$ cat config.mk
export PLATFORM = sky130hd
export DESIGN_NAME = fetch_stall_ctrl_flat
export DESIGN_NICKNAME = d
export VERILOG_FILES = /design/src/rtl/fetch_stall_ctrl_if.sv /design/src/rtl/fetch_stall_ctrl.sv /design/src/flat_wrapper.sv
export SDC_FILE = /design/constraint.sdc
export NUM_CORES = 1
export LEC_CHECK = 0
export CORE_MARGIN = 5
export CORE_UTILIZATION = 45
export CTS_CLUSTER_SIZE = 25
export DETAILED_ROUTE_END_ITERATION = 12
export PLACE_DENSITY = 0.81
export SETUP_SLACK_MARGIN = 0.05
export SYNTH_ARGS = -nofsm -noshare
export SYNTH_HDL_FRONTEND = slang
export SYNTH_SLANG_ARGS = --single-unit
$ cat constraint.sdc
create_clock -name clk -period 2.6 [get_ports clk]
set_clock_uncertainty 0.05 [all_clocks]
set_input_delay 0.65 -clock clk [delete_from_list [all_inputs] [get_ports clk]]
set_output_delay 0.65 -clock clk [all_outputs]
set_load 0.01 [all_outputs]
$ cat src/rtl/fetch_stall_ctrl_if.sv
`default_nettype none
// ============================================================================
// Module   : fetch_stall_ctrl_if
// Purpose  : Bundles the hazard-unit controls, the fetch/redirect inputs and
//            the pipeline-register outputs of fetch_stall_ctrl.
// Ports    : none (signal container)
//            slave  modport - used by fetch_stall_ctrl
//            master modport - used by the hazard unit / fetch side (or bench)
// Revision : 1.0 - initial release
// ============================================================================
interface fetch_stall_ctrl_if;
    // Hazard unit controls
    logic        PCWrite;
    logic        IFIDWrite;
    logic        HazardMux;
    // Redirect and fetch data
    logic        branch_taken;
    logic [31:0] branch_target;
    logic [31:0] instr_in;
    logic [9:0]  ctrl_in;
    // Registered pipeline state
    logic [31:0] pc;
    logic [31:0] IFID_instr;
    logic [31:0] IFID_pc4;
    logic [9:0]  IDEX_ctrl;
    logic        stall_active;
    logic        stall_timeout;
    logic [15:0] stall_count;

    modport slave (
        input  PCWrite, IFIDWrite, HazardMux,
        input  branch_taken, branch_target, instr_in, ctrl_in,
        output pc, IFID_instr, IFID_pc4, IDEX_ctrl,
        output stall_active, stall_timeout, stall_count
    );

    modport master (
        output PCWrite, IFIDWrite, HazardMux,
        output branch_taken, branch_target, instr_in, ctrl_in,
        input  pc, IFID_instr, IFID_pc4, IDEX_ctrl,
        input  stall_active, stall_timeout, stall_count
    );
endinterface
`default_nettype wire

$ cat src/rtl/fetch_stall_ctrl.sv
`default_nettype none
// ============================================================================
// Module   : fetch_stall_ctrl
// Purpose  : PC / IF-ID / ID-EX register control driven by the hazard unit,
//            with branch redirect, a RUN/STALL tracker and a stall watchdog.
// Ports    : clk   - single clock, rising edge
//            rst_n - asynchronous, active-low reset
//            bus   - fetch_stall_ctrl_if.slave
//                    in : PCWrite, IFIDWrite, HazardMux, branch_taken,
//                         branch_target, instr_in, ctrl_in
//                    out: pc, IFID_instr, IFID_pc4, IDEX_ctrl,
//                         stall_active, stall_timeout, stall_count
// Params   : MAX_STALL (1..15) - consecutive stall cycles before the
//            watchdog flag sets
// Macro    : STALL_COUNT_EN - when defined, stall_count is a saturating
//            16-bit count of HazardMux cycles; otherwise it is tied to 0
// Revision : 1.0 - initial release
// ============================================================================
module fetch_stall_ctrl #(
    parameter int MAX_STALL = 3
) (
    input  wire logic         clk,
    input  wire logic         rst_n,
    fetch_stall_ctrl_if.slave bus
);

    localparam logic [3:0] c_max_stall = 4'(MAX_STALL);

    typedef enum logic [0:0] {
        RUN   = 1'b0,
        STALL = 1'b1
    } state_t;

    state_t      state_q, state_d;
    logic [31:0] pc_q, pc_d;
    logic [31:0] ifid_instr_q, ifid_instr_d;
    logic [31:0] ifid_pc4_q, ifid_pc4_d;
    logic [9:0]  idex_ctrl_q, idex_ctrl_d;
    logic [3:0]  run_cnt_q, run_cnt_d;
    logic        stall_timeout_q, stall_timeout_d;

    logic [31:0] w_pc_plus4;
    logic        w_stall_req;

    // Address bits [1:0] of a redirect are forced to zero.
    logic        unused_target_bits;
    assign unused_target_bits = ^bus.branch_target[1:0];

    assign w_pc_plus4  = pc_q + 32'd4;
    // A redirect always wins over a stall request.
    assign w_stall_req = bus.HazardMux && !bus.branch_taken;

    // ------------------------------------------------------------------
    // Pipeline register next-state
    // ------------------------------------------------------------------
    always_comb begin
        pc_d         = pc_q;
        ifid_instr_d = ifid_instr_q;
        ifid_pc4_d   = ifid_pc4_q;

        if (bus.branch_taken) begin
            pc_d = {bus.branch_target[31:2], 2'b00};
        end else if (bus.PCWrite) begin
            pc_d = w_pc_plus4;
        end

        if (bus.branch_taken) begin
            ifid_instr_d = 32'h0;
            ifid_pc4_d   = 32'h0;
        end else if (bus.IFIDWrite) begin
            ifid_instr_d = bus.instr_in;
            ifid_pc4_d   = w_pc_plus4;
        end

        // ID/EX is never held: either a bubble or the decoded bundle.
        if (bus.HazardMux || bus.branch_taken) begin
            idex_ctrl_d = 10'h0;
        end else begin
            idex_ctrl_d = bus.ctrl_in;
        end
    end

    // ------------------------------------------------------------------
    // RUN/STALL tracker and watchdog
    // ------------------------------------------------------------------
    always_comb begin
        state_d         = state_q;
        run_cnt_d       = run_cnt_q;
        stall_timeout_d = stall_timeout_q;

        case (state_q)
            RUN: begin
                run_cnt_d = 4'd0;
                if (w_stall_req) begin
                    state_d = STALL;
                end
            end
            STALL: begin
                if (w_stall_req) begin
                    // Remaining in STALL: extend the run, saturating.
                    if (run_cnt_q != 4'hF) begin
                        run_cnt_d = run_cnt_q + 4'd1;
                    end
                    if (run_cnt_d >= c_max_stall) begin
                        stall_timeout_d = 1'b1;
                    end
                end else begin
                    state_d   = RUN;
                    run_cnt_d = 4'd0;
                end
            end
            default: begin
                state_d   = RUN;
                run_cnt_d = 4'd0;
            end
        endcase
    end

    always_ff @(posedge clk or negedge rst_n) begin
        if (!rst_n) begin
            pc_q            <= 32'h0;
            ifid_instr_q    <= 32'h0;
            ifid_pc4_q      <= 32'h0;
            idex_ctrl_q     <= 10'h0;
            state_q         <= RUN;
            run_cnt_q       <= 4'd0;
            stall_timeout_q <= 1'b0;
        end else begin
            pc_q            <= pc_d;
            ifid_instr_q    <= ifid_instr_d;
            ifid_pc4_q      <= ifid_pc4_d;
            idex_ctrl_q     <= idex_ctrl_d;
            state_q         <= state_d;
            run_cnt_q       <= run_cnt_d;
            stall_timeout_q <= stall_timeout_d;
        end
    end

    // ------------------------------------------------------------------
    // Optional stall-cycle statistics counter
    // ------------------------------------------------------------------
`ifdef STALL_COUNT_EN
    logic [15:0] stall_count_q, stall_count_d;

    always_comb begin
        stall_count_d = stall_count_q;
        if (bus.HazardMux && (stall_count_q != 16'hFFFF)) begin
            stall_count_d = stall_count_q + 16'd1;
        end
    end

    always_ff @(posedge clk or negedge rst_n) begin
        if (!rst_n) begin
            stall_count_q <= 16'h0;
        end else begin
            stall_count_q <= stall_count_d;
        end
    end

    assign bus.stall_count = stall_count_q;
`else
    assign bus.stall_count = 16'h0;
`endif

    // ------------------------------------------------------------------
    // Outputs: all taken straight from flops
    // ------------------------------------------------------------------
    assign bus.pc            = pc_q;
    assign bus.IFID_instr    = ifid_instr_q;
    assign bus.IFID_pc4      = ifid_pc4_q;
    assign bus.IDEX_ctrl     = idex_ctrl_q;
    assign bus.stall_active  = (state_q == STALL);
    assign bus.stall_timeout = stall_timeout_q;

endmodule
`default_nettype wire
$ cat src/flat_wrapper.sv
// flat-port wrapper written by rule: the top's interface ports become plain ports
module fetch_stall_ctrl_flat 
#(
    parameter int MAX_STALL = 3
)
  (clk, rst_n, bus_PCWrite, bus_IFIDWrite, bus_HazardMux, bus_branch_taken, bus_branch_target, bus_instr_in, bus_ctrl_in, bus_pc, bus_IFID_instr, bus_IFID_pc4, bus_IDEX_ctrl, bus_stall_active, bus_stall_timeout, bus_stall_count);
  fetch_stall_ctrl_if bus_i ();
  input  wire logic clk;
  input  wire logic rst_n;
  input wire logic [$bits(bus_i.PCWrite)-1:0] bus_PCWrite;
  input wire logic [$bits(bus_i.IFIDWrite)-1:0] bus_IFIDWrite;
  input wire logic [$bits(bus_i.HazardMux)-1:0] bus_HazardMux;
  input wire logic [$bits(bus_i.branch_taken)-1:0] bus_branch_taken;
  input wire logic [$bits(bus_i.branch_target)-1:0] bus_branch_target;
  input wire logic [$bits(bus_i.instr_in)-1:0] bus_instr_in;
  input wire logic [$bits(bus_i.ctrl_in)-1:0] bus_ctrl_in;
  output wire logic [$bits(bus_i.pc)-1:0] bus_pc;
  output wire logic [$bits(bus_i.IFID_instr)-1:0] bus_IFID_instr;
  output wire logic [$bits(bus_i.IFID_pc4)-1:0] bus_IFID_pc4;
  output wire logic [$bits(bus_i.IDEX_ctrl)-1:0] bus_IDEX_ctrl;
  output wire logic [$bits(bus_i.stall_active)-1:0] bus_stall_active;
  output wire logic [$bits(bus_i.stall_timeout)-1:0] bus_stall_timeout;
  output wire logic [$bits(bus_i.stall_count)-1:0] bus_stall_count;
  assign bus_i.PCWrite = bus_PCWrite;
  assign bus_i.IFIDWrite = bus_IFIDWrite;
  assign bus_i.HazardMux = bus_HazardMux;
  assign bus_i.branch_taken = bus_branch_taken;
  assign bus_i.branch_target = bus_branch_target;
  assign bus_i.instr_in = bus_instr_in;
  assign bus_i.ctrl_in = bus_ctrl_in;
  assign bus_pc = bus_i.pc;
  assign bus_IFID_instr = bus_i.IFID_instr;
  assign bus_IFID_pc4 = bus_i.IFID_pc4;
  assign bus_IDEX_ctrl = bus_i.IDEX_ctrl;
  assign bus_stall_active = bus_i.stall_active;
  assign bus_stall_timeout = bus_i.stall_timeout;
  assign bus_stall_count = bus_i.stall_count;
  fetch_stall_ctrl #(.MAX_STALL(MAX_STALL)) u_core (.clk(clk), .rst_n(rst_n), .bus(bus_i));
endmodule
### After elaboration in Yosys (flattened, before gate mapping)

Cells that the tools add are included.

* word-level logic and storage cells: 31
* bits in writable memories: 0
* bits of input ports: 80
* memories: 0
* output and inout port bits: 124
* register bits: 112
* bits in read-only memories: 0
* bits in latches: 0

* add/subtract/negate cells: 2
* div/mod/pow operators: 0
* magnitude comparators: 1
* multiply operators: 0
* shifts and indexed selects: 0
* muxes and demuxes: 13
* equal/unequal tests: 1
* reductions and logical operators: 6
* bitwise logic cells: 1

Operators with widths (number)
* two-way mux 32 bit: 6
* adder 32 x 3 -> 32 bit (second input constant): 1
* two-way mux 4 bit: 4
* two-way mux 10 bit: 1
* one-hot mux 4 bit (2 select lines): 1
* adder 4 x 1 -> 4 bit (second input constant): 1
* >= comparator 4 x 2 -> 1 bit (second input constant): 1
* != test 4 bit (second input constant): 1
* nonzero test 2 bit: 2
* AND reduction 3 bit: 1
* logical AND 1 bit: 1
* zero test 1 bit: 1
* logical OR 1 bit: 1
* two-way mux 1 bit: 1
* inverter 1 bit: 1

### Logic depth before layout (Yosys ltp)

Gate-level depths: netlist of run 1.

* depth in word-level cells: 6
* depth in mapped cells: 7
* gate-level depth less buffers: 5

### Least setup slack after synthesis of run 1

Ideal clock, no wire load.

* path type: flip-flop to flip-flop
* start: register u_core.pc_q[2], in the netlist u_core.bus.pc[2]
* end: register u_core.ifid_pc4_q[26], in the netlist u_core.bus.IFID_pc4[26]
* data required time: 2.451 ns
* buffers on the path: 1
* clock period less this slack: 2.207 ns
* path slack: 0.393 ns
* stages on the path, launching flop included: 7
* arrival time: 2.058 ns
* cell sequence: dfrtp_1 ha_1 and3_1 nand3_1 clkbuf_1 or4_1 a311oi_1

* word-level cells in the longest chain between the ends: 3

RTL lines
* from (decl): RTL line fetch_stall_ctrl.sv:35 `logic [31:0] pc_q, pc_d;`
* from (signal assigned): RTL line fetch_stall_ctrl.sv:129 `pc_q <= pc_d;`
* adder 32 x 3 -> 32 bit: RTL line fetch_stall_ctrl.sv:49 `assign w_pc_plus4 = pc_q + 32'd4;`
* two-way mux 32 bit: RTL line fetch_stall_ctrl.sv:70 `end else if (bus.IFIDWrite) begin`
* two-way mux 32 bit: RTL line fetch_stall_ctrl.sv:67 `if (bus.branch_taken) begin`
* to (signal assigned): RTL line fetch_stall_ctrl.sv:131 `ifid_pc4_q <= ifid_pc4_d;`
* to (decl): RTL line fetch_stall_ctrl.sv:37 `logic [31:0] ifid_pc4_q, ifid_pc4_d;`

Every way passes these cells. The select of a mux whose other input is x is not followed.
A chain may end at the register's enable or synchronous reset.

### Final worst setup path of run 1

* start: input bus_PCWrite
* end: register u_core.pc_q[26], in the netlist u_core.bus.pc[26]

* word-level cells in the longest chain between the ends: 1

RTL lines
* from (decl): RTL line flat_wrapper.sv:10 `input wire logic [$bits(bus_i.PCWrite)-1:0] bus_PCWrite;`
* nonzero test 2 bit (no line)

Every way passes these cells.

==> run_results.csv, run 1 <==
group,metric,value,unit
finish,fill_cells,965,
placement,port_buffers,183,
floorplan,start_util,0.460,
floorplan,pin_count,204,
clock_network,post-cts-setup-buffer-count,0,
finish,drive_above_1_share,0.0718,
route,wl_per_cell,17.8,um
worst_setup_path,worst_setup_path_end_kind,"flop",
worst_setup_path,crit_chain,"clkdlybuf4s50_1, buf_4, and4_1, nand3_1, or4_1, a31oi_1",
run,maxCapViolations,0,
placement,dpl_cell_area,7490,um^2
logic_synthesis,async_flop_share,1.00,
clock_network,clock_latency,0.34,ns
logic_synthesis,syn_avg_cell_area,9.99,um^2
global_route,antenna_found_initial,0,
power_and_ir_drop,p_leak,3.24,nW
route,drtAntennaViolNets,0,
placement,dpl.hpwl,12.0,mm
outcome,run_status,"completed",
logic_synthesis,synth-seq-cells,109,
route,first_pass_iters,5,
finish,fin_area,7830,um^2
worst_setup_path,required,2.81,ns
timing,relSlewSlack,0.512,
worst_setup_path,r2r_start,"u_core.bus.pc[7]",
timing,worst_pin_slew,0.728,ns
logic_synthesis,yosysSeqAreaShare,0.491,
global_route,grt_pass1_vias,4951,
clock_network,cts_buffers,9,
logic_synthesis,syn_area,5550,um^2
clock_network,cts-htree-levels,3,
clock_network,postCtsHoldBufs,0,
global_route,grt_pass1_wl,26.1,mm
floorplan,fp.dieH,121,um
timing,setup_tns,0,ns
route,routed_wl,16.2,mm
timing,slew_viol_final,0,
route,drc,0,
logic_synthesis,synth_top_cells_by_area,"dfrtp_1 (49%), mux2i_1 (6.5%), nor2_1 (5.3%)",
finish,n_antenna_cell,0,
worst_setup_path,slowest_stage,"clkdlybuf4s50_1",
worst_hold_path,hp-class,"input pin to asynchronous set/reset pin",
timing,finalHoldViolCount,0,
clock_network,cts-root-buf,"clkbuf_16",
logic_synthesis,yosys.area.top_type,"dfrtp_1",
route,viasPerCell,5.49,
finish,stdcell_count,906,
global_route,grt_max_degree,103,
timing,setup_viol,0,
worst_setup_path,crit_type,"input pin to flop",
global_route,grt_use_total,0.222,
worst_setup_path,cp-start-kind,"input pin",
clock_network,cts.clk_slew.worst_paths,0.07,ns
finish,regArea,2730,um^2
worst_setup_path,arrival,2.54,ns
logic_synthesis,synth_top_area_frac,0.491,
logic_synthesis,synth_edf_count,0,
logic_synthesis,synth_cells,556,
power_and_ir_drop,p_per_area,551,nW/um^2
worst_setup_path,cp_max_fo,12,
clock_network,cts.sinks,109,
timing,min_period,2.33,ns
clock_network,cts-resized-gates,0,
finish,area_growth_syn_to_layout,41.0,%
timing,rsz0062_at_grt,"false",
timing,fin_crit_sh,0.897,
floorplan,rows,40,
worst_setup_path,slowest_delay,0.50,ns
finish,multi_input_comb_area,2480,um^2
clock_network,cts_tree,"built",
power_and_ir_drop,peakVddDrop,0.283,mV
logic_synthesis,yosysWarnings,0,
placement,gp_congestion,0.840,
route,drtIter0Drc,396,
logic_synthesis,yosysMostFrequentCell,"dfrtp_1",
global_route,grt.overflow.total,0,
logic_synthesis,yosysUniqueCellTypes,48,
worst_setup_path,critPathLaunch,"bus_PCWrite",
placement,place_inst,890,
finish,final_util,0.649,
logic_synthesis,synthFlopType,"dfrtp_1",
logic_synthesis,synth_common_cells,"dfrtp_1 (109), nor2_1 (78), mux2i_1 (36)",
finish,nNetsFinal,815,
timing,fmax,429,MHz
floorplan,coreArea,12100,um^2
floorplan,die_x,121,um
route,vias,4978,
clock_network,max-clock-path-buffers,2,
floorplan,die_area,14700,um^2
==> layer usage <==
layer	wire [um]	GRT usage	vias up
met3	1030	0.0364	37
met4	435	0.0878	0
met2	8170	0.367	190
met5	0	0	-
li1	-	-	2314
met1	6530	0.290	2437
==> placed cells by master, fill, tap and decap left out, types with 11 or more instances in the layout <==
master / Yosys / routed
xnor2_1: 13 / 13
clkdlybuf4s50_1: 0 / 180
nand4_1: 16 / 16
o31ai_1: 12 / 12
and2_1: 11 / 11
mux2i_1: 36 / 36
or4_1: 14 / 14
a211oi_1: 17 / 17
o21ai_0: 25 / 25
xor2_1: 16 / 16
dfrtp_1: 109 / 109
conb_1: 1 / 18
nor4_1: 11 / 11
nor2_1: 78 / 78
buf_4: 19 / 24
a311oi_1: 12 / 12
nand3_1: 19 / 18
a31oi_1: 12 / 12
nand2_1: 35 / 35
==> power breakdown <==
part / total, W / switching (W) / internal [W]
combinational: 0.000841 / 0.000391 / 0.000450
clock: 0.00154 / 0.000635 / 0.000900
sequential: 0.00194 / 0.000132 / 0.00181
total: 0.00432 / 0.00116 / 0.00316
==> state kept, by name (all words and copies together), names as in the netlist <==
register	count
u_core.bus.IDEX_ctrl	10
u_core.bus.IFID_instr	32
u_core.bus.IFID_pc4	31
u_core.bus.pc	30
u_core.bus.stall_active	1
u_core.bus.stall_timeout	1
u_core.run_cnt_q	4
==> logic make-up after synthesis <==
logic type               share of synthesized area
AO/OA/AOI/OAI                                0.107
other                                     0.000675
AND/OR/NAND/NOR                              0.211
adder cells (fa/ha/maj)                    0.00450
XOR/XNOR                                    0.0457
buffers and inverters                       0.0752
flip-flops                                   0.491
multiplexers                                0.0649
==> path summary, 6_finish.rpt <==
kind | to | slack [ns] | cells after the start
worst min-delay path | u_core.bus.IDEX_ctrl[8] | 0.21 | 1
min in group clk | u_core.bus.stall_timeout | 0.45 | 2
max in group asynchronous | u_core.bus.IFID_instr[4] | 1.52 | 2
worst max-delay path | u_core.bus.pc[26] | 0.27 | 6
worst min register to register | u_core.bus.stall_timeout | 0.45 | 2
worst max register to register | u_core.bus.IFID_pc4[27] | 0.27 | 4
==> per-stage QoR <==
step	setup WS (ns)	hold slack (ns)	total power, W
2_1_floorplan	0.393	0.304	0.00234
3_3_place_gp	-0.00840	0.429	0.00279
3_5_place_dp	-0.0584	0.428	0.00281
4_1_cts	0.244	0.220	0.00434
5_1_grt	0.145	0.248	0.00449
6_report	0.269	0.214	0.00432
==> worst max-delay path: cells and delay by family <==
family	cells	cell delay, ns
AND/OR/NAND/NOR	3	0.97
buffers and inverters	2	0.73
AO/OA/AOI/OAI	1	0.18
==> final cells by class <==
type | count | share of cell area
Clock buffer | 11 | 0.0323
Sequential cell | 109 | 0.348
Clock inverter | 5 | 0.0104
Tap cell | 168 | 0.0268
Timing Repair Buffer | 207 | 0.261
Multi-Input combinational cell | 395 | 0.316
Inverter | 11 | 0.00527
(Power assumes the default switching activity.)
==> run 2: changes to the inputs <==
--- a/config.mk
+++ b/config.mk
@@ -9,8 +9,10 @@
 export CORE_UTILIZATION = 45
 export CTS_CLUSTER_SIZE = 25
 export DETAILED_ROUTE_END_ITERATION = 12
+export HOLD_SLACK_MARGIN = 0.1
 export PLACE_DENSITY = 0.81
 export SETUP_SLACK_MARGIN = 0.05
+export SKIP_LAST_GASP = 1
 export SYNTH_ARGS = -nofsm -noshare
 export SYNTH_HDL_FRONTEND = slang
 export SYNTH_SLANG_ARGS = --single-unit
==> results of run 2 <==
Same layout as run 1: the final DEF is identical, and so are final timing and power.
